[config.mk]
export PLATFORM = sky130hd
export DESIGN_NAME = exec_stage_mc_flat
export DESIGN_NICKNAME = d
export VERILOG_FILES = /design/src/rtl/exec_stage_mc_if.sv /design/src/rtl/exec_stage_mc.sv /design/src/flat_wrapper.sv
export SDC_FILE = /design/constraint.sdc
export NUM_CORES = 1
export LEC_CHECK = 0
export CORE_ASPECT_RATIO = 1.75
export CORE_MARGIN = 3
export CORE_UTILIZATION = 25
export DETAILED_ROUTE_END_ITERATION = 8
export PLACE_DENSITY = 0.57
export SYNTH_ARGS = -nofsm -noshare
export SYNTH_HDL_FRONTEND = slang
export SYNTH_SLANG_ARGS = --single-unit
[constraint.sdc]
create_clock -name CLK -period 6.6 [get_ports CLK]
set_clock_uncertainty 0.15 [all_clocks]
set_input_delay 0.99 -clock CLK [delete_from_list [all_inputs] [get_ports CLK]]
set_output_delay 0.99 -clock CLK [all_outputs]
set_load 0.05 [all_outputs]
[src/rtl/exec_stage_mc_if.sv]
// rtl/exec_stage_mc_if.sv - operand/control/result bundle for exec_stage_mc; SRout widens with EXEC_OVERFLOW_FLAG_EN
interface exec_stage_mc_if #(
  parameter int WIDTH = 16
);
`ifdef EXEC_OVERFLOW_FLAG_EN
  localparam int SR_W = 3;
`else
  localparam int SR_W = 2;
`endif

  logic [WIDTH-1:0] MDRout;
  logic [WIDTH-1:0] immGenOut;
  logic [WIDTH-1:0] CCout;
  logic [WIDTH-1:0] reggieOut;
  logic [1:0]       ALUsrcA;
  logic [1:0]       ALUsrcB;
  logic [2:0]       ALUop;
  logic             start;
  logic             ALU_in;
  logic             SRw;
  logic             busy;
  logic             done;
  logic [WIDTH-1:0] ALUoutputVal;
  logic [SR_W-1:0]  SRout;

  modport master (
    output MDRout, immGenOut, CCout, reggieOut, ALUsrcA, ALUsrcB, ALUop,
    output start, ALU_in, SRw,
    input  busy, done, ALUoutputVal, SRout
  );

  modport slave (
    input  MDRout, immGenOut, CCout, reggieOut, ALUsrcA, ALUsrcB, ALUop,
    input  start, ALU_in, SRw,
    output busy, done, ALUoutputVal, SRout
  );
endinterface

[src/rtl/exec_stage_mc.sv]
// rtl/exec_stage_mc.sv - multi-cycle execute stage: src muxes, 8-op ALU, bit-serial shifter, ALU/SR registers
// Optional EXEC_OVERFLOW_FLAG_EN adds a signed-overflow V bit to SRout ({Z,N,V}).
module exec_stage_mc #(
  parameter int WIDTH   = 16,
  parameter int SHAMT_W = 4
) (
  input  logic          CLK,
  input  logic          reset,
  exec_stage_mc_if.slave bus
);
`ifdef EXEC_OVERFLOW_FLAG_EN
  localparam int SR_W = 3;
`else
  localparam int SR_W = 2;
`endif

  typedef enum logic {S_IDLE = 1'b0, S_SHIFT = 1'b1} state_t;

  state_t              state_q, state_d;
  logic [WIDTH-1:0]    work_q, work_d;
  logic [SHAMT_W-1:0]  cnt_q, cnt_d;
  logic [1:0]          shop_q, shop_d;
  logic                alu_in_q, alu_in_d;
  logic                srw_q, srw_d;
  logic [WIDTH-1:0]    alu_out_q, alu_out_d;
  logic [SR_W-1:0]     sr_q, sr_d;
  logic                done_q, done_d;

  logic [WIDTH-1:0]    a_val, b_val, alu_res, shift_next, fin_res;
  logic [SHAMT_W-1:0]  sh;
  logic                is_shift, accept_shift, last_shift;
  logic                fin_en, fin_alu, fin_sr;
  logic [SR_W-1:0]     sr_new;
`ifdef EXEC_OVERFLOW_FLAG_EN
  logic                alu_ovf, fin_v;
`endif

  always_comb begin
    a_val = '0;
    case (bus.ALUsrcA)
      2'b00:   a_val = bus.MDRout;
      2'b01:   a_val = bus.immGenOut;
      2'b10:   a_val = bus.CCout;
      default: a_val = '0;
    endcase
    b_val = WIDTH'(1);
    case (bus.ALUsrcB)
      2'b00:   b_val = WIDTH'(1);
      2'b01:   b_val = bus.reggieOut;
      2'b10:   b_val = bus.immGenOut;
      default: b_val = bus.MDRout;
    endcase
  end

  assign sh           = a_val[SHAMT_W-1:0];
  assign is_shift     = bus.ALUop[2] && (bus.ALUop[1:0] != 2'b11);
  assign accept_shift = bus.start && is_shift && (sh != '0);
  assign last_shift   = (cnt_q == SHAMT_W'(1));

  // Shift ops only reach this path with sh==0, where the result is B itself.
  always_comb begin
    alu_res = '0;
    case (bus.ALUop)
      3'b000:  alu_res = a_val + b_val;
      3'b001:  alu_res = a_val & b_val;
      3'b010:  alu_res = a_val | b_val;
      3'b011:  alu_res = b_val - a_val;
      3'b111:  alu_res = a_val;
      default: alu_res = b_val;
    endcase
  end

`ifdef EXEC_OVERFLOW_FLAG_EN
  always_comb begin
    alu_ovf = 1'b0;
    case (bus.ALUop)
      3'b000:  alu_ovf = (a_val[WIDTH-1] == b_val[WIDTH-1]) && (alu_res[WIDTH-1] != a_val[WIDTH-1]);
      3'b011:  alu_ovf = (a_val[WIDTH-1] != b_val[WIDTH-1]) && (alu_res[WIDTH-1] != b_val[WIDTH-1]);
      default: alu_ovf = 1'b0;
    endcase
  end
`endif

  always_comb begin
    shift_next = work_q >> 1;
    case (shop_q)
      2'b00:   shift_next = work_q << 1;
      2'b01:   shift_next = {work_q[WIDTH-1], work_q[WIDTH-1:1]};
      default: shift_next = work_q >> 1;
    endcase
  end

  // State register
  always_ff @(posedge CLK) begin
    if (reset) begin
      state_q   <= S_IDLE;
      work_q    <= '0;
      cnt_q     <= '0;
      shop_q    <= '0;
      alu_in_q  <= 1'b0;
      srw_q     <= 1'b0;
      alu_out_q <= '0;
      sr_q      <= '0;
      done_q    <= 1'b0;
    end else begin
      state_q   <= state_d;
      work_q    <= work_d;
      cnt_q     <= cnt_d;
      shop_q    <= shop_d;
      alu_in_q  <= alu_in_d;
      srw_q     <= srw_d;
      alu_out_q <= alu_out_d;
      sr_q      <= sr_d;
      done_q    <= done_d;
    end
  end

  // Next-state logic
  always_comb begin
    state_d = state_q;
    case (state_q)
      S_IDLE:  if (accept_shift) state_d = S_SHIFT;
      S_SHIFT: if (last_shift)   state_d = S_IDLE;
      default: state_d = S_IDLE;
    endcase
  end

  // Completion source: single-cycle op accepted in IDLE, or final shift step.
  always_comb begin
    fin_en  = 1'b0;
    fin_res = alu_res;
    fin_alu = bus.ALU_in;
    fin_sr  = bus.SRw;
`ifdef EXEC_OVERFLOW_FLAG_EN
    fin_v   = alu_ovf;
`endif
    if (state_q == S_IDLE) begin
      fin_en = bus.start && !accept_shift;
    end else begin
      fin_en  = last_shift;
      fin_res = shift_next;
      fin_alu = alu_in_q;
      fin_sr  = srw_q;
`ifdef EXEC_OVERFLOW_FLAG_EN
      fin_v   = 1'b0;
`endif
    end
  end

`ifdef EXEC_OVERFLOW_FLAG_EN
  assign sr_new = {(fin_res == '0), fin_res[WIDTH-1], fin_v};
`else
  assign sr_new = {(fin_res == '0), fin_res[WIDTH-1]};
`endif

  // Datapath register updates
  always_comb begin
    work_d    = work_q;
    cnt_d     = cnt_q;
    shop_d    = shop_q;
    alu_in_d  = alu_in_q;
    srw_d     = srw_q;
    alu_out_d = alu_out_q;
    sr_d      = sr_q;
    done_d    = fin_en;
    if (state_q == S_IDLE) begin
      if (accept_shift) begin
        work_d   = b_val;
        cnt_d    = sh;
        shop_d   = bus.ALUop[1:0];
        alu_in_d = bus.ALU_in;
        srw_d    = bus.SRw;
      end
    end else begin
      work_d = shift_next;
      cnt_d  = cnt_q - SHAMT_W'(1);
    end
    if (fin_en && fin_alu) alu_out_d = fin_res;
    if (fin_en && fin_sr)  sr_d      = sr_new;
  end

  // Outputs
  always_comb begin
    bus.busy         = (state_q == S_SHIFT);
    bus.done         = done_q;
    bus.ALUoutputVal = alu_out_q;
    bus.SRout        = sr_q;
  end
endmodule

[src/flat_wrapper.sv]
// flat-port wrapper written by rule: the top's interface ports become plain ports
module exec_stage_mc_flat 
#(
  parameter int WIDTH   = 16,
  parameter int SHAMT_W = 4
)
  (CLK, reset, bus_MDRout, bus_immGenOut, bus_CCout, bus_reggieOut, bus_ALUsrcA, bus_ALUsrcB, bus_ALUop, bus_start, bus_ALU_in, bus_SRw, bus_busy, bus_done, bus_ALUoutputVal, bus_SRout);
  exec_stage_mc_if #(.WIDTH(WIDTH)) bus_i ();
  input  logic CLK;
  input  logic reset;
  input wire logic [$bits(bus_i.MDRout)-1:0] bus_MDRout;
  input wire logic [$bits(bus_i.immGenOut)-1:0] bus_immGenOut;
  input wire logic [$bits(bus_i.CCout)-1:0] bus_CCout;
  input wire logic [$bits(bus_i.reggieOut)-1:0] bus_reggieOut;
  input wire logic [$bits(bus_i.ALUsrcA)-1:0] bus_ALUsrcA;
  input wire logic [$bits(bus_i.ALUsrcB)-1:0] bus_ALUsrcB;
  input wire logic [$bits(bus_i.ALUop)-1:0] bus_ALUop;
  input wire logic [$bits(bus_i.start)-1:0] bus_start;
  input wire logic [$bits(bus_i.ALU_in)-1:0] bus_ALU_in;
  input wire logic [$bits(bus_i.SRw)-1:0] bus_SRw;
  output wire logic [$bits(bus_i.busy)-1:0] bus_busy;
  output wire logic [$bits(bus_i.done)-1:0] bus_done;
  output wire logic [$bits(bus_i.ALUoutputVal)-1:0] bus_ALUoutputVal;
  output wire logic [$bits(bus_i.SRout)-1:0] bus_SRout;
  assign bus_i.MDRout = bus_MDRout;
  assign bus_i.immGenOut = bus_immGenOut;
  assign bus_i.CCout = bus_CCout;
  assign bus_i.reggieOut = bus_reggieOut;
  assign bus_i.ALUsrcA = bus_ALUsrcA;
  assign bus_i.ALUsrcB = bus_ALUsrcB;
  assign bus_i.ALUop = bus_ALUop;
  assign bus_i.start = bus_start;
  assign bus_i.ALU_in = bus_ALU_in;
  assign bus_i.SRw = bus_SRw;
  assign bus_busy = bus_i.busy;
  assign bus_done = bus_i.done;
  assign bus_ALUoutputVal = bus_i.ALUoutputVal;
  assign bus_SRout = bus_i.SRout;
  exec_stage_mc #(.WIDTH(WIDTH), .SHAMT_W(SHAMT_W)) u_core (.CLK(CLK), .reset(reset), .bus(bus_i));
endmodule
=== Yosys cells after proc, flatten, opt, wreduce, memory -nomap -nowiden ===
Index checks and enable logic that the tools add are counted.
W data, S select, Z words.

* Flip-flop bits (word level): 44
* Output and inout port bits: 20
* Word-level logic and storage cells: 56

* Reductions and logical operators: 15
* Bitwise operators: 3
* Multiplexer cells: 15
* Eq/ne operators: 11
* Add/sub/neg operators: 3

{| class="wikitable"
|+ Operators by type and width
! operator !! count
|-
| $pmux W16 S3 || 2
|-
| $pmux W16 S5 || 1
|-
| $mux W16 || 3
|-
| $pmux W16 S2 || 1
|-
| $add A16 B16 Y16 || 1
|-
| $and A16 B16 Y16 || 1
|-
| $logic_not A16 Y1 || 1
|-
| $or A16 B16 Y16 || 1
|-
| $sub A16 B16 Y16 || 1
|-
| $mux W4 || 2
|-
| $eq A2 B1 Y1 const B || 3
|-
| $eq A3 B2 Y1 const B || 2
|-
| $logic_and A1 B1 Y1 || 6
|-
| $logic_not A2 Y1 || 3
|-
| $mux W1 || 5
|-
| $eq A2 B2 Y1 const B || 2
|-
| $eq A4 B1 Y1 const B || 1
|-
| $reduce_bool A4 Y1 || 1
|-
| $sub A4 B1 Y4 const B || 1
|-
| $eq A3 B1 Y1 const B || 1
|-
| $eq A3 B3 Y1 const B || 1
|-
| $logic_not A3 Y1 || 1
|-
| $ne A2 B2 Y1 const B || 1
|-
| $pmux W1 S2 || 1
|-
| 4 further kinds || 4
|}

=== Longest topological paths before layout ===
Gate-level depths: netlist of the first run.

* Depth after elaboration: 8
* Mapped depth: 18
* Gate-level depth less buffers: 17

=== Least setup slack after synthesis of the first run ===
No wires, ideal clock.

* Path type: in2reg
* From: input port bus_ALUsrcA[1]
* To: register u_core.sr_q[1] (netlist: u_core.bus.SRout[1])
* Arrival: 4384 ps
* Data required time: 6366 ps
* Cell stages on the path: 18
* Buffers on the path: 1
* Library setup time: 84 ps
* Slack: 1982 ps
* Cells stage by stage: buf_6 > mux2i_1 > a2bb2oi_1 > ha_1 > nand4b_1 > nor2_1 > a21oi_1 > xnor2_1 > ha_1 > a21oi_1 > a21boi_0 > a311oi_2 > nor4bb_1 > a21oi_1 > o21ai_0 > o21a_1 > or4_1 > o31ai_2

* Word-level cells in the longest chain between the ends: 8
* Elaborated cells between the ends (all ways): 17

{| class="wikitable"
|+ RTL lines
! item !! RTL line !! text
|-
| from (decl) || flat_wrapper.sv:15 || <nowiki>input wire logic [$bits(bus_i.ALUsrcA)-1:0] bus_ALUsrcA;</nowiki>
|-
| $eq A2 B2 Y1, or another cell as far along || exec_stage_mc.sv:40 || <nowiki>case (bus.ALUsrcA)</nowiki>
|-
| $pmux W16 S3 (*) || exec_stage_mc.sv:40 ||
|-
| parallel branches: the longest is 6 deep, another holds $sub A16 B16 Y16 || - ||
|-
| to (signal assigned) || exec_stage_mc.sv:113 || <nowiki>sr_q <= sr_d;</nowiki>
|-
| to (decl) || exec_stage_mc.sv:26 || <nowiki>logic [SR_W-1:0] sr_q, sr_d;</nowiki>
|}

Mark *: on every way between the ends.
A chain may end at the register's enable or synchronous reset.

=== Worst setup path in the final report of the first run ===
Same ends and word-level chain as after synthesis.

==> results of run 1 <==
worst paths after layout:
check / to / depth (start not counted) / slack [ns] / from
max reg2reg: u_core.bus.SRout[1] / 8 / 3.66 / u_core.bus.busy
min reg2reg: u_core.bus.ALUoutputVal[14] / 2 / 0.31 / u_core.bus.ALUoutputVal[14]
min: u_core.bus.ALUoutputVal[14] / 2 / 0.31 / u_core.bus.ALUoutputVal[14]
max: u_core.bus.SRout[1] / 19 / 0.89 / bus_ALUsrcA[1]
registers in the layout, summed over array words and instances (netlist names):
| name | flops |
|---|---|
| u_core.cnt_q | 4 |
| u_core.bus.SRout | 2 |
| u_core.bus.ALUoutputVal | 16 |
| u_core.alu_in_q | 1 |
| u_core.bus.done | 1 |
| u_core.shop_q | 2 |
| u_core.work_q | 16 |
| u_core.bus.busy | 1 |
| u_core.srw_q | 1 |
worst reg2reg max path, stage by stage, from the launching register on:
cell and delay (ns):
sky130_fd_sc_hd__dfxtp_1 0.33, sky130_fd_sc_hd__inv_1 0.35, sky130_fd_sc_hd__nor4b_1 0.52, sky130_fd_sc_hd__a31oi_1 0.19, sky130_fd_sc_hd__nand4bb_1 0.28, sky130_fd_sc_hd__and4bb_1 0.33
sky130_fd_sc_hd__nand4_1 0.09, sky130_fd_sc_hd__or4_1 0.43, sky130_fd_sc_hd__o31ai_2 0.19
cell usage in the layout, fill, tap and decap left out, types with 5 or more instances in the layout:
cell,netlist,final
sky130_fd_sc_hd__clkdlybuf4s50_1,0,95
sky130_fd_sc_hd__o211ai_1,12,12
sky130_fd_sc_hd__a21oi_1,67,67
sky130_fd_sc_hd__o22ai_1,5,5
sky130_fd_sc_hd__xnor2_1,18,18
sky130_fd_sc_hd__or3_1,6,6
sky130_fd_sc_hd__xor2_1,5,5
sky130_fd_sc_hd__buf_4,2,15
sky130_fd_sc_hd__nand2_1,43,43
sky130_fd_sc_hd__or2_2,5,5
sky130_fd_sc_hd__a211oi_1,11,11
sky130_fd_sc_hd__mux2i_1,29,29
sky130_fd_sc_hd__nor3_1,12,12
sky130_fd_sc_hd__a22oi_1,10,10
sky130_fd_sc_hd__nand2b_1,9,9
sky130_fd_sc_hd__nand3b_1,5,5
sky130_fd_sc_hd__a31oi_1,8,8
sky130_fd_sc_hd__nand3_1,8,8
sky130_fd_sc_hd__nor2_1,76,76
sky130_fd_sc_hd__o2bb2ai_1,6,6
sky130_fd_sc_hd__mux2_2,26,26
sky130_fd_sc_hd__o31ai_1,5,5
sky130_fd_sc_hd__o21a_1,8,8
sky130_fd_sc_hd__dfxtp_1,44,44
sky130_fd_sc_hd__inv_1,24,24
sky130_fd_sc_hd__o21ai_0,28,28
sky130_fd_sc_hd__clkbuf_16,0,5
sky130_fd_sc_hd__ha_1,22,22
per-layer routing:
metal / wire length [um] / vias up
li1: - / 2389
met1: 6200 / 2196
met2: 8674 / 111
met3: 862 / 28
met4: 518 / 0
met5: 0 / -
power breakdown:
group / switching, mW / internal (mW)
clock: 0.105 / 0.178
combinational: 0.300 / 0.226
sequential: 0.0135 / 0.286
cell families (layout without fill, tap and decap cells):
group                    count (synthesis)  in the layout  synth area share (%)
flip-flops                              44             44                 19.07
AND/OR/NAND/NOR                        194            194                 20.69
adder cells (fa/ha/maj)                 23             23                 6.392
AO/OA/AOI/OAI                          201            201                 29.63
buffers and inverters                   66            142                 6.257
multiplexers                            59             59                 13.60
XOR/XNOR                                23             23                 4.361
stage by stage:
stage               hold slack (ns)  setup slack, ns  utilization [%]  instances  total power [mW]
floorplan                    0.3044            1.982                -        610            0.6649
global placement             0.3014           0.7595            32.00        912            0.8284
detailed placement           0.3051           0.6476            32.00        912            0.8280
CTS                          0.3210           0.9123            32.90        920             1.120
global route                 0.3324           0.5318            32.90        920             1.183
finish                       0.3126           0.8897            32.90        920             1.108
area by class of cell:
class / instances / area (um^2)
sequential: 44 / 880.8
multi-input combinational: 500 / 3450
clock buffer: 6 / 128.9
tap: 234 / 292.8
timing repair buffer: 110 / 1064
clock inverter: 2 / 35.03
fill: 1936 / 12110
inverter: 24 / 90.09
==> reports/results.ini, run 1 <==
[run_status]
status=finished clean

[cts]
clk_latency_worst_skew_pair_ns=0.29
cts.repair.resized=0
number_of_clock_sinks_seen_by_cts=44
cts.reportedPaths.clkPinSlew_ns=0.06
h_tree_depth=2
cts-hold-fix-buffers=0
clockRootBuffer=sky130_fd_sc_hd__clkbuf_16
cts.path.max_buffers=2
num_cts_buffers=5
postCtsSetupBuffers=0
tritoncts_clock_tree=yes

[critical_path]
timing.critical_path.cells=clkdlybuf4s50_1, buf_4, mux2i_1, o2bb2ai_2, nor4_2, nand4b_1, nor2_1, a21oi_1, xnor2_1, ha_1, a21oi_1, a21boi_0, a311oi_2, nor4bb_1, a21oi_1, o21ai_0, o21a_1, or4_1, o31ai_2
setup.worst_path.start_class=primary input
crit_path_max_incr_delay_ns=0.75
critPathArrivalTime_ns=5.77
crit_path_max_fanout=12
critical_path_required_ns=6.66
cp_num_buf_inv=2
critical_setup_path_class=in2reg
critical_path.most_common_cell=sky130_fd_sc_hd__a21oi_1
crit_slowest_cell=sky130_fd_sc_hd__clkdlybuf4s50_1
timing.critical_path.max_delay_family=compound AO/OA/AOI/OAI gates
worstSetupEndpointType=register

[pwr]
static-leakage-power_nw=2.254
power_per_cell_area_nw_per_um2=186.5
vdd_ir_drop_max_mv=0.1198

[synth]
yosysSeqAreaShare_pct=19.07
syn-cell-area_um2=4619
post_synth_main_area_contributors=sky130_fd_sc_hd__dfxtp_1 19%, sky130_fd_sc_hd__a21oi_1 7.3%, sky130_fd_sc_hd__mux2_2 6.3%
synth_edf_count=0
syn_inst=610
synth.avg_cell_area_um2=7.573
yosysWarningCount=0
post-synth-top-count-cell=sky130_fd_sc_hd__nor2_1
async_flop_share_pct=0
count_of_unique_library_cells_instantiated_by_yosys=76
synth.top_cells.by_count=76 x sky130_fd_sc_hd__nor2_1, 67 x sky130_fd_sc_hd__a21oi_1, 44 x sky130_fd_sc_hd__dfxtp_1
synth_top_area_share_pct=19.07
synth_fp_nets=709
postSynth.topFlopCell=sky130_fd_sc_hd__dfxtp_1
synth.ff_latch_count=44
synth_area_leader_cell=sky130_fd_sc_hd__dfxtp_1

[final_layout]
number_of_antenna_diodes=0
nets=784
drive_above_1_share_pct=10.20
final_area_um2=5941
area_growth_syn_to_layout_pct=28.60

[place]
placedInstanceArea_um2=5777
place.detailed.hpwl_um=13250
final_replace_weighted_congestion=0.8512
port-buffer-count=95

[grt]
first_global_vias=4905
gr-usage-met2_pct=30.79
grt_pass1_wl_um=25430
grt.busiest_layer=met2
met1_track_utilization_from_global_routing_pct=16.63
largest_net_degree_at_the_start_of_global_routing=47
initial_antenna_violation_count=0
gr-usage-all-layers_pct=16.01
routing_usage_on_met3_pct=2.742
grt_overflow_total=0

[floorplan]
ios=96
design.core.area_um2=18050
initial_core_util_pct=25.59
placementRows=65
fp.dieW_um=108.8
chipHeight_um=185.8
floorplan.die_area_um2=20210

[detailed_routing]
avgRoutedWirePerCell_um=17.67
dr_total_vias=4724
drc_errors=0
post_drt_via_cell_ratio=5.135
postRouteAntennaNets=0
drt_iter0_drc=217
finalWirelength_um=16260
first_drt_pass_iteration_count=5

[timing]
final.min_clock_period_ns=5.710
grt_setup_unrepaired=no
final-setup-viol-count=0
setup_total_negative_slack_ns=0
timing.slew.headroom_pct=44.90
timing.final.crit_share_pct=86.52
slew_violations=0
final-hold-violation-count=0
worstMarginPinSlew_ns=0.8256
max_freq_ghz=0.1751

[min_path]
hp-class=reg2reg

[job]
drv_cap=0

Note: power is estimated with default switching activity, not from simulation.
==> run 2, diff against run 1 <==
--- a/config.mk
+++ b/config.mk
@@ -6,7 +6,7 @@
 export NUM_CORES = 1
 export LEC_CHECK = 0
 export CORE_ASPECT_RATIO = 1.75
-export CORE_MARGIN = 3
+export CORE_MARGIN = 2
 export CORE_UTILIZATION = 25
 export DETAILED_ROUTE_END_ITERATION = 8
 export PLACE_DENSITY = 0.57
==> reports/results.ini, run 2 (synthesis gave the netlist of run 1 again) <==
[run_status]
status=finished clean

[cts]
clk_latency_worst_skew_pair_ns=0.29  ; about the same
cts-hold-fix-buffers=0  ; unchanged
h_tree_depth=2  ; unchanged
cts.reportedPaths.clkPinSlew_ns=0.06  ; about the same
cts.repair.resized=0  ; unchanged
postCtsSetupBuffers=0  ; unchanged
clockRootBuffer=sky130_fd_sc_hd__clkbuf_16
number_of_clock_sinks_seen_by_cts=44  ; unchanged
tritoncts_clock_tree=yes
cts.path.max_buffers=2  ; unchanged
num_cts_buffers=5  ; unchanged

[pwr]
power_per_cell_area_nw_per_um2=182.4  ; -2.2%
clock_power_share_pct=23.5  ; -2.1 points
p_sw_share_pct=38.68  ; +0.90 points
post_layout_total_power_mw=1.079  ; -2.6%
power.combinational.fraction_pct=48.7  ; +1.3 points
static-leakage-power_nw=2.239  ; -0.63%
power_report.internal_total_mw=0.6618  ; -4.0%
p_sw_mw=0.4174  ; -0.28%
seq_power_share_pct=27.8  ; +0.8 points
vdd_ir_drop_max_mv=0.09909  ; -17%

[critical_path]
critical_path.most_common_cell=sky130_fd_sc_hd__a21oi_1
crit_slowest_cell=sky130_fd_sc_hd__clkdlybuf4s50_1
critical_setup_path_class=in2reg
crit_path_max_fanout=16  ; +4
critical_path_required_ns=6.66  ; about the same
cp_num_buf_inv=2  ; unchanged
timing.critical_path.cells=clkdlybuf4s50_1, buf_4, mux2i_1, o2bb2ai_1, nor4_2, nand4b_1, nor2_1, a21oi_1, xnor2_1, ha_1, a21oi_1, a21boi_0, a311oi_2, nor4bb_1, a21oi_1, o21ai_0, o21a_1, or4_1, o31ai_2
worstSetupEndpointType=register
timing.critical_path.max_delay_family=compound AO/OA/AOI/OAI gates
crit_path_max_incr_delay_ns=0.64  ; -0.11 ns
critPathArrivalTime_ns=5.62  ; -0.15 ns
setup.worst_path.start_class=primary input

[detailed_routing]
avgRoutedWirePerCell_um=17.88  ; +1.2%
post_drt_via_cell_ratio=5.196  ; +1.2%
dr_total_vias=4775  ; +1.1%
drc_errors=0  ; unchanged
drt_iter0_drc=275  ; +27%
first_drt_pass_iteration_count=6  ; +1
finalWirelength_um=16430  ; +1.1%
postRouteAntennaNets=0  ; unchanged

[floorplan]
floorplan.die_area_um2=19620  ; -2.9%
chipHeight_um=183.8  ; -1.1%
ios=96  ; unchanged
initial_core_util_pct=25.59  ; unchanged
fp.dieW_um=106.8  ; -1.8%
design.core.area_um2=18050  ; unchanged
placementRows=65  ; unchanged

[grt]
grt_pass1_wl_um=25730  ; +1.2%
largest_net_degree_at_the_start_of_global_routing=47  ; unchanged
initial_antenna_violation_count=0  ; unchanged
first_global_vias=4784  ; -2.5%
gr-usage-all-layers_pct=16.63  ; +0.62 points
grt_overflow_total=0  ; unchanged

[final_layout]
area_growth_syn_to_layout_pct=28.06
final_area_um2=5916  ; -0.42%
most_common_library_cell_in_the_layout_ignoring_fill_and_taps=sky130_fd_sc_hd__clkdlybuf4s50_1
nFillCells=1947  ; +0.57%
regArea_um2=880.8  ; unchanged
fin_util_pct=32.77  ; -0.14 points
nets=783  ; -0.13%
drive_above_1_share_pct=9.927  ; -0.28 points
number_of_antenna_diodes=0  ; unchanged
most_frequent_cells_in_the_layout=95 x sky130_fd_sc_hd__clkdlybuf4s50_1, 76 x sky130_fd_sc_hd__nor2_1, 67 x sky130_fd_sc_hd__a21oi_1
multiInputGateArea_um2=3450  ; unchanged

[timing]
hold_ws_ns=0.3121  ; -0.0004480 ns
slew_violations=0  ; unchanged
setup_total_negative_slack_ns=0  ; unchanged
timing.slew.headroom_pct=43.30  ; -1.6 points
timing.final.crit_share_pct=84.30  ; -2.2 points
final-setup-viol-count=0  ; unchanged
grt_setup_unrepaired=no
final-hold-violation-count=0  ; unchanged
final.min_clock_period_ns=5.564  ; -0.1465 ns
max_freq_ghz=0.1797  ; +2.6%
worstMarginPinSlew_ns=0.8495  ; +0.02389 ns

[job]
drv_cap=0  ; unchanged

[min_path]
hp-class=reg2reg

[place]
port-buffer-count=95  ; unchanged
place.detailed.hpwl_um=13290  ; +0.32%
placedInstanceArea_um2=5769  ; -0.13%
final_replace_weighted_congestion=0.8911  ; +4.7%

run 2: cell types whose count changed in the layout (fill, tap and decap cells not counted):
cell / change
sky130_fd_sc_hd__buf_4: -1
sky130_fd_sc_hd__bufinv_16: -1
sky130_fd_sc_hd__clkbuf_1: +1
sky130_fd_sc_hd__clkbuf_8: +1
sky130_fd_sc_hd__clkinv_2: -1
run 2: final cells by class:
class,instances,share of cell area [%]
repair buffers,109,17.85
clock buffers,8,2.475
well taps,234,4.949
multi-input cells,500,58.31
inverters,24,1.523
flip-flops and latches,44,14.89
run 2: through the flow:
step / setup slack [ns] / cells
floorplan: 1.982 / 610
global placement: 0.8411 / 911
detailed placement: 0.7080 / 911
CTS: 1.010 / 919
global route: 0.5968 / 919
finish: 1.036 / 919
run 2: worst paths after layout:
kind	start	to	slack, ns	depth (start not counted)
setup / recovery	bus_ALUsrcA[1]	u_core.bus.SRout[1]	1.04	19
hold reg to reg	u_core.bus.ALUoutputVal[7]	u_core.bus.ALUoutputVal[7]	0.31	2
setup reg to reg	u_core.shop_q[1]	u_core.bus.SRout[1]	3.39	9
hold / removal	u_core.bus.ALUoutputVal[7]	u_core.bus.ALUoutputVal[7]	0.31	2
run 2: routing by layer:
metal,up-vias,track usage (%),routed length [um]
li1,2393,-,-
met1,2219,17.43,6280
met2,148,32.23,8773
met3,15,3.013,992
met4,0,6.130,384
met5,-,0,0
run 2: worst register-to-register path, cell delays in order, from the launching register on:
cell and delay (ns):
sky130_fd_sc_hd__dfxtp_1 0.41, sky130_fd_sc_hd__nor2_1 0.59, sky130_fd_sc_hd__buf_4 0.28, sky130_fd_sc_hd__mux2_2 0.34, sky130_fd_sc_hd__nand2_1 0.09, sky130_fd_sc_hd__o21ai_0 0.20, sky130_fd_sc_hd__and4b_1 0.35, sky130_fd_sc_hd__nand4_1 0.12
sky130_fd_sc_hd__or4_1 0.43, sky130_fd_sc_hd__o31ai_2 0.17
run 2: power groups by stage:
stage / clock (mW) / sequential [mW] / combinational (mW)
after global placement: 0 / 0.305 / 0.525
after detailed placement: 0 / 0.306 / 0.521
after global routing: 0.273 / 0.303 / 0.575
after floorplan: 0 / 0.330 / 0.335
after CTS: 0.263 / 0.300 / 0.525
final: 0.254 / 0.300 / 0.525
==> run 3, diff against run 2 <==
==> constraint.sdc (replaced) <==
create_clock -name CLK -period 5.6 [get_ports CLK]
set_clock_uncertainty 0.15 [all_clocks]
set_input_delay 0.84 -clock CLK [delete_from_list [all_inputs] [get_ports CLK]]
set_output_delay 0.84 -clock CLK [all_outputs]
set_load 0.05 [all_outputs]
==> reports/results.ini, run 3 (synthesis gave the netlist of run 1 again) <==
[run_status]
status=finished clean

[grt]
gr-usage-all-layers_pct=16.38  ; -0.25 points
grt_overflow_total=0  ; unchanged
first_global_vias=4857  ; +1.5%
largest_net_degree_at_the_start_of_global_routing=47  ; unchanged
initial_antenna_violation_count=0  ; unchanged
grt_pass1_wl_um=25540  ; -0.75%

[pwr]
power_report.internal_total_mw=0.8015  ; +21%
power_per_cell_area_nw_per_um2=214.0  ; +17%
power.combinational.fraction_pct=49.0  ; +0.3 points
p_sw_share_pct=38.03  ; -0.65 points
clock_power_share_pct=23.7  ; +0.2 points
static-leakage-power_nw=2.321  ; +3.7%
vdd_ir_drop_max_mv=0.1036  ; +4.5%
p_sw_mw=0.4918  ; +18%
seq_power_share_pct=27.3  ; -0.5 points

[floorplan]
fp.dieW_um=106.8  ; unchanged
design.core.area_um2=18050  ; unchanged
ios=96  ; unchanged
placementRows=65  ; unchanged
chipHeight_um=183.8  ; unchanged
floorplan.die_area_um2=19620  ; unchanged
initial_core_util_pct=25.59  ; unchanged

[final_layout]
nets=799  ; +2.0%
number_of_antenna_diodes=0  ; unchanged
most_frequent_cells_in_the_layout=95 x sky130_fd_sc_hd__clkdlybuf4s50_1, 76 x sky130_fd_sc_hd__nor2_1, 67 x sky130_fd_sc_hd__a21oi_1
drive_above_1_share_pct=12.14  ; +2.2 points
area_growth_syn_to_layout_pct=30.80
most_common_library_cell_in_the_layout_ignoring_fill_and_taps=sky130_fd_sc_hd__clkdlybuf4s50_1

[critical_path]
reg2reg_to=u_core.bus.SRout[1]
crit_slowest_cell=sky130_fd_sc_hd__clkdlybuf4s50_1
timing.critical_path.cells=clkdlybuf4s50_1, buf_4, mux2i_1, o2bb2ai_1, nor4_2, nand4b_1, nor2_1, a21oi_1, xnor2_1, ha_1, a21oi_1, a21boi_0, a311oi_2, nor4bb_1, a21oi_1, o21ai_0, o21a_1, or4_1, o31ai_2
crit_path_max_fanout=7  ; -9
critical_path_required_ns=5.66  ; -1.00 ns
worstSetupEndpointType=register
critPathArrivalTime_ns=5.13  ; -0.49 ns
setup.worst_path.start_class=primary input
critical_setup_path_class=in2reg
critical_path.most_common_cell=sky130_fd_sc_hd__a21oi_1
crit_path_max_incr_delay_ns=0.59  ; -0.05 ns
ff2ff_setup_slack_ns=2.83  ; -0.56 ns
r2r_start=u_core.bus.busy
r2r_cells=8  ; -1

[timing]
final-hold-violation-count=0  ; unchanged
timing.final.crit_share_pct=90.59
worstMarginPinSlew_ns=0.7014  ; -0.1481 ns
timing.slew.headroom_pct=53.07  ; +9.8 points
grt_setup_unrepaired=no
final.min_clock_period_ns=5.073
final-setup-viol-count=0  ; unchanged
slew_violations=0  ; unchanged
max_freq_ghz=0.1971
final.setup.worst_slack_ns=0.5270  ; -0.5092 ns
setup_total_negative_slack_ns=0  ; unchanged

[cts]
postCtsSetupBuffers=0  ; unchanged
clockRootBuffer=sky130_fd_sc_hd__clkbuf_16
tritoncts_clock_tree=yes
clk_latency_worst_skew_pair_ns=0.29  ; about the same
num_cts_buffers=5  ; unchanged
cts-hold-fix-buffers=0  ; unchanged
cts.reportedPaths.clkPinSlew_ns=0.06  ; about the same
h_tree_depth=2  ; unchanged
cts.path.max_buffers=2  ; unchanged
number_of_clock_sinks_seen_by_cts=44  ; unchanged
cts.repair.resized=0  ; unchanged

[detailed_routing]
first_drt_pass_iteration_count=4  ; -2
drt_iter0_drc=209  ; -24%
post_drt_via_cell_ratio=5.130  ; -1.3%
finalWirelength_um=16200  ; -1.4%
dr_total_vias=4791  ; +0.34%
drc_errors=0  ; unchanged
postRouteAntennaNets=0  ; unchanged
avgRoutedWirePerCell_um=17.34  ; -3.0%

[place]
place.detailed.hpwl_um=13140  ; -1.1%
port-buffer-count=95  ; unchanged
pre_cts_slack_ns=0.2210  ; -0.4870 ns
final_replace_weighted_congestion=0.8797  ; -1.3%

[min_path]
hp-class=reg2reg
worst_min_delay_path_startpoint=u_core.bus.ALUoutputVal[14]
timing.hold.worst_endpoint=u_core.bus.ALUoutputVal[14]
hold-path-cell-count=2  ; unchanged

[job]
drv_cap=0  ; unchanged

==> run 3: cell count changes in the layout (fill, tap and decap cells not counted), sizes merged <==
cell	previous run	this run
buf	14	30
clkbuf	8	7
==> run 3: worst max-delay path by stage <==
stage	cells past startpoint	to	slack, ns	startpoint
after floorplan	18	u_core.bus.SRout[1]	1.13	bus_ALUsrcA[1]
after global placement	16	u_core.bus.SRout[1]	0.25	bus_ALUsrcA[1]
after detailed placement	19	u_core.bus.SRout[1]	0.22	bus_ALUsrcA[1]
after CTS	19	u_core.bus.SRout[1]	0.49	bus_ALUsrcA[1]
after global routing	19	u_core.bus.SRout[1]	0.14	bus_ALUsrcA[1]
final	19	u_core.bus.SRout[1]	0.53	bus_ALUsrcA[1]
==> run 3: power by group through the flow <==
stage	Sequential (mW)	Clock, mW	Combinational (mW)
after floorplan	0.389	0	0.395
after global placement	0.359	0	0.635
after detailed placement	0.360	0	0.632
after CTS	0.353	0.317	0.637
after global routing	0.356	0.324	0.700
final	0.353	0.306	0.634
==> run 3: per-layer routing <==
layer | GRT usage (%) | vias to the layer above | wire length (um)
li1 | - | 2412 | -
met1 | 17.38 | 2193 | 6234
met4 | 9.091 | 0 | 838
met2 | 30.04 | 148 | 8201
met3 | 2.907 | 38 | 922
met5 | 0 | - | 0
==> run 3: area by class of cell <==
| type | count | area (um^2) |
|---|---|---|
| clock buffers | 7 | 152.6 |
| fillers | 1946 | 12010 |
| inverters | 24 | 90.09 |
| multi-input cells | 500 | 3450 |
| flip-flops and latches | 44 | 880.8 |
| well taps | 234 | 292.8 |
| repair buffers | 125 | 1176 |
==> run 3: per-stage QoR <==
stage,hold slack (ns),utilization [%],power [mW],instances,cell area [um^2]
floorplan,0.3044,-,0.7837,610,4619
global placement,0.2927,32.62,0.9942,927,5889
detailed placement,0.3053,32.62,0.9916,927,5889
CTS,0.3180,33.47,1.307,934,6042
global route,0.3448,33.47,1.380,934,6042
finish,0.3162,33.47,1.293,934,6042
==> run 3: worst max-delay path: cells and delay by family <==
family / cells / cell delay, ns
buffers and inverters: 2 / 0.80
adders and majority gates: 1 / 0.35
and+or+nand+nor: 5 / 1.28
AOI/OAI and AO/OA: 9 / 1.44
muxes: 1 / 0.27
xor gates and xnor gates: 1 / 0.13
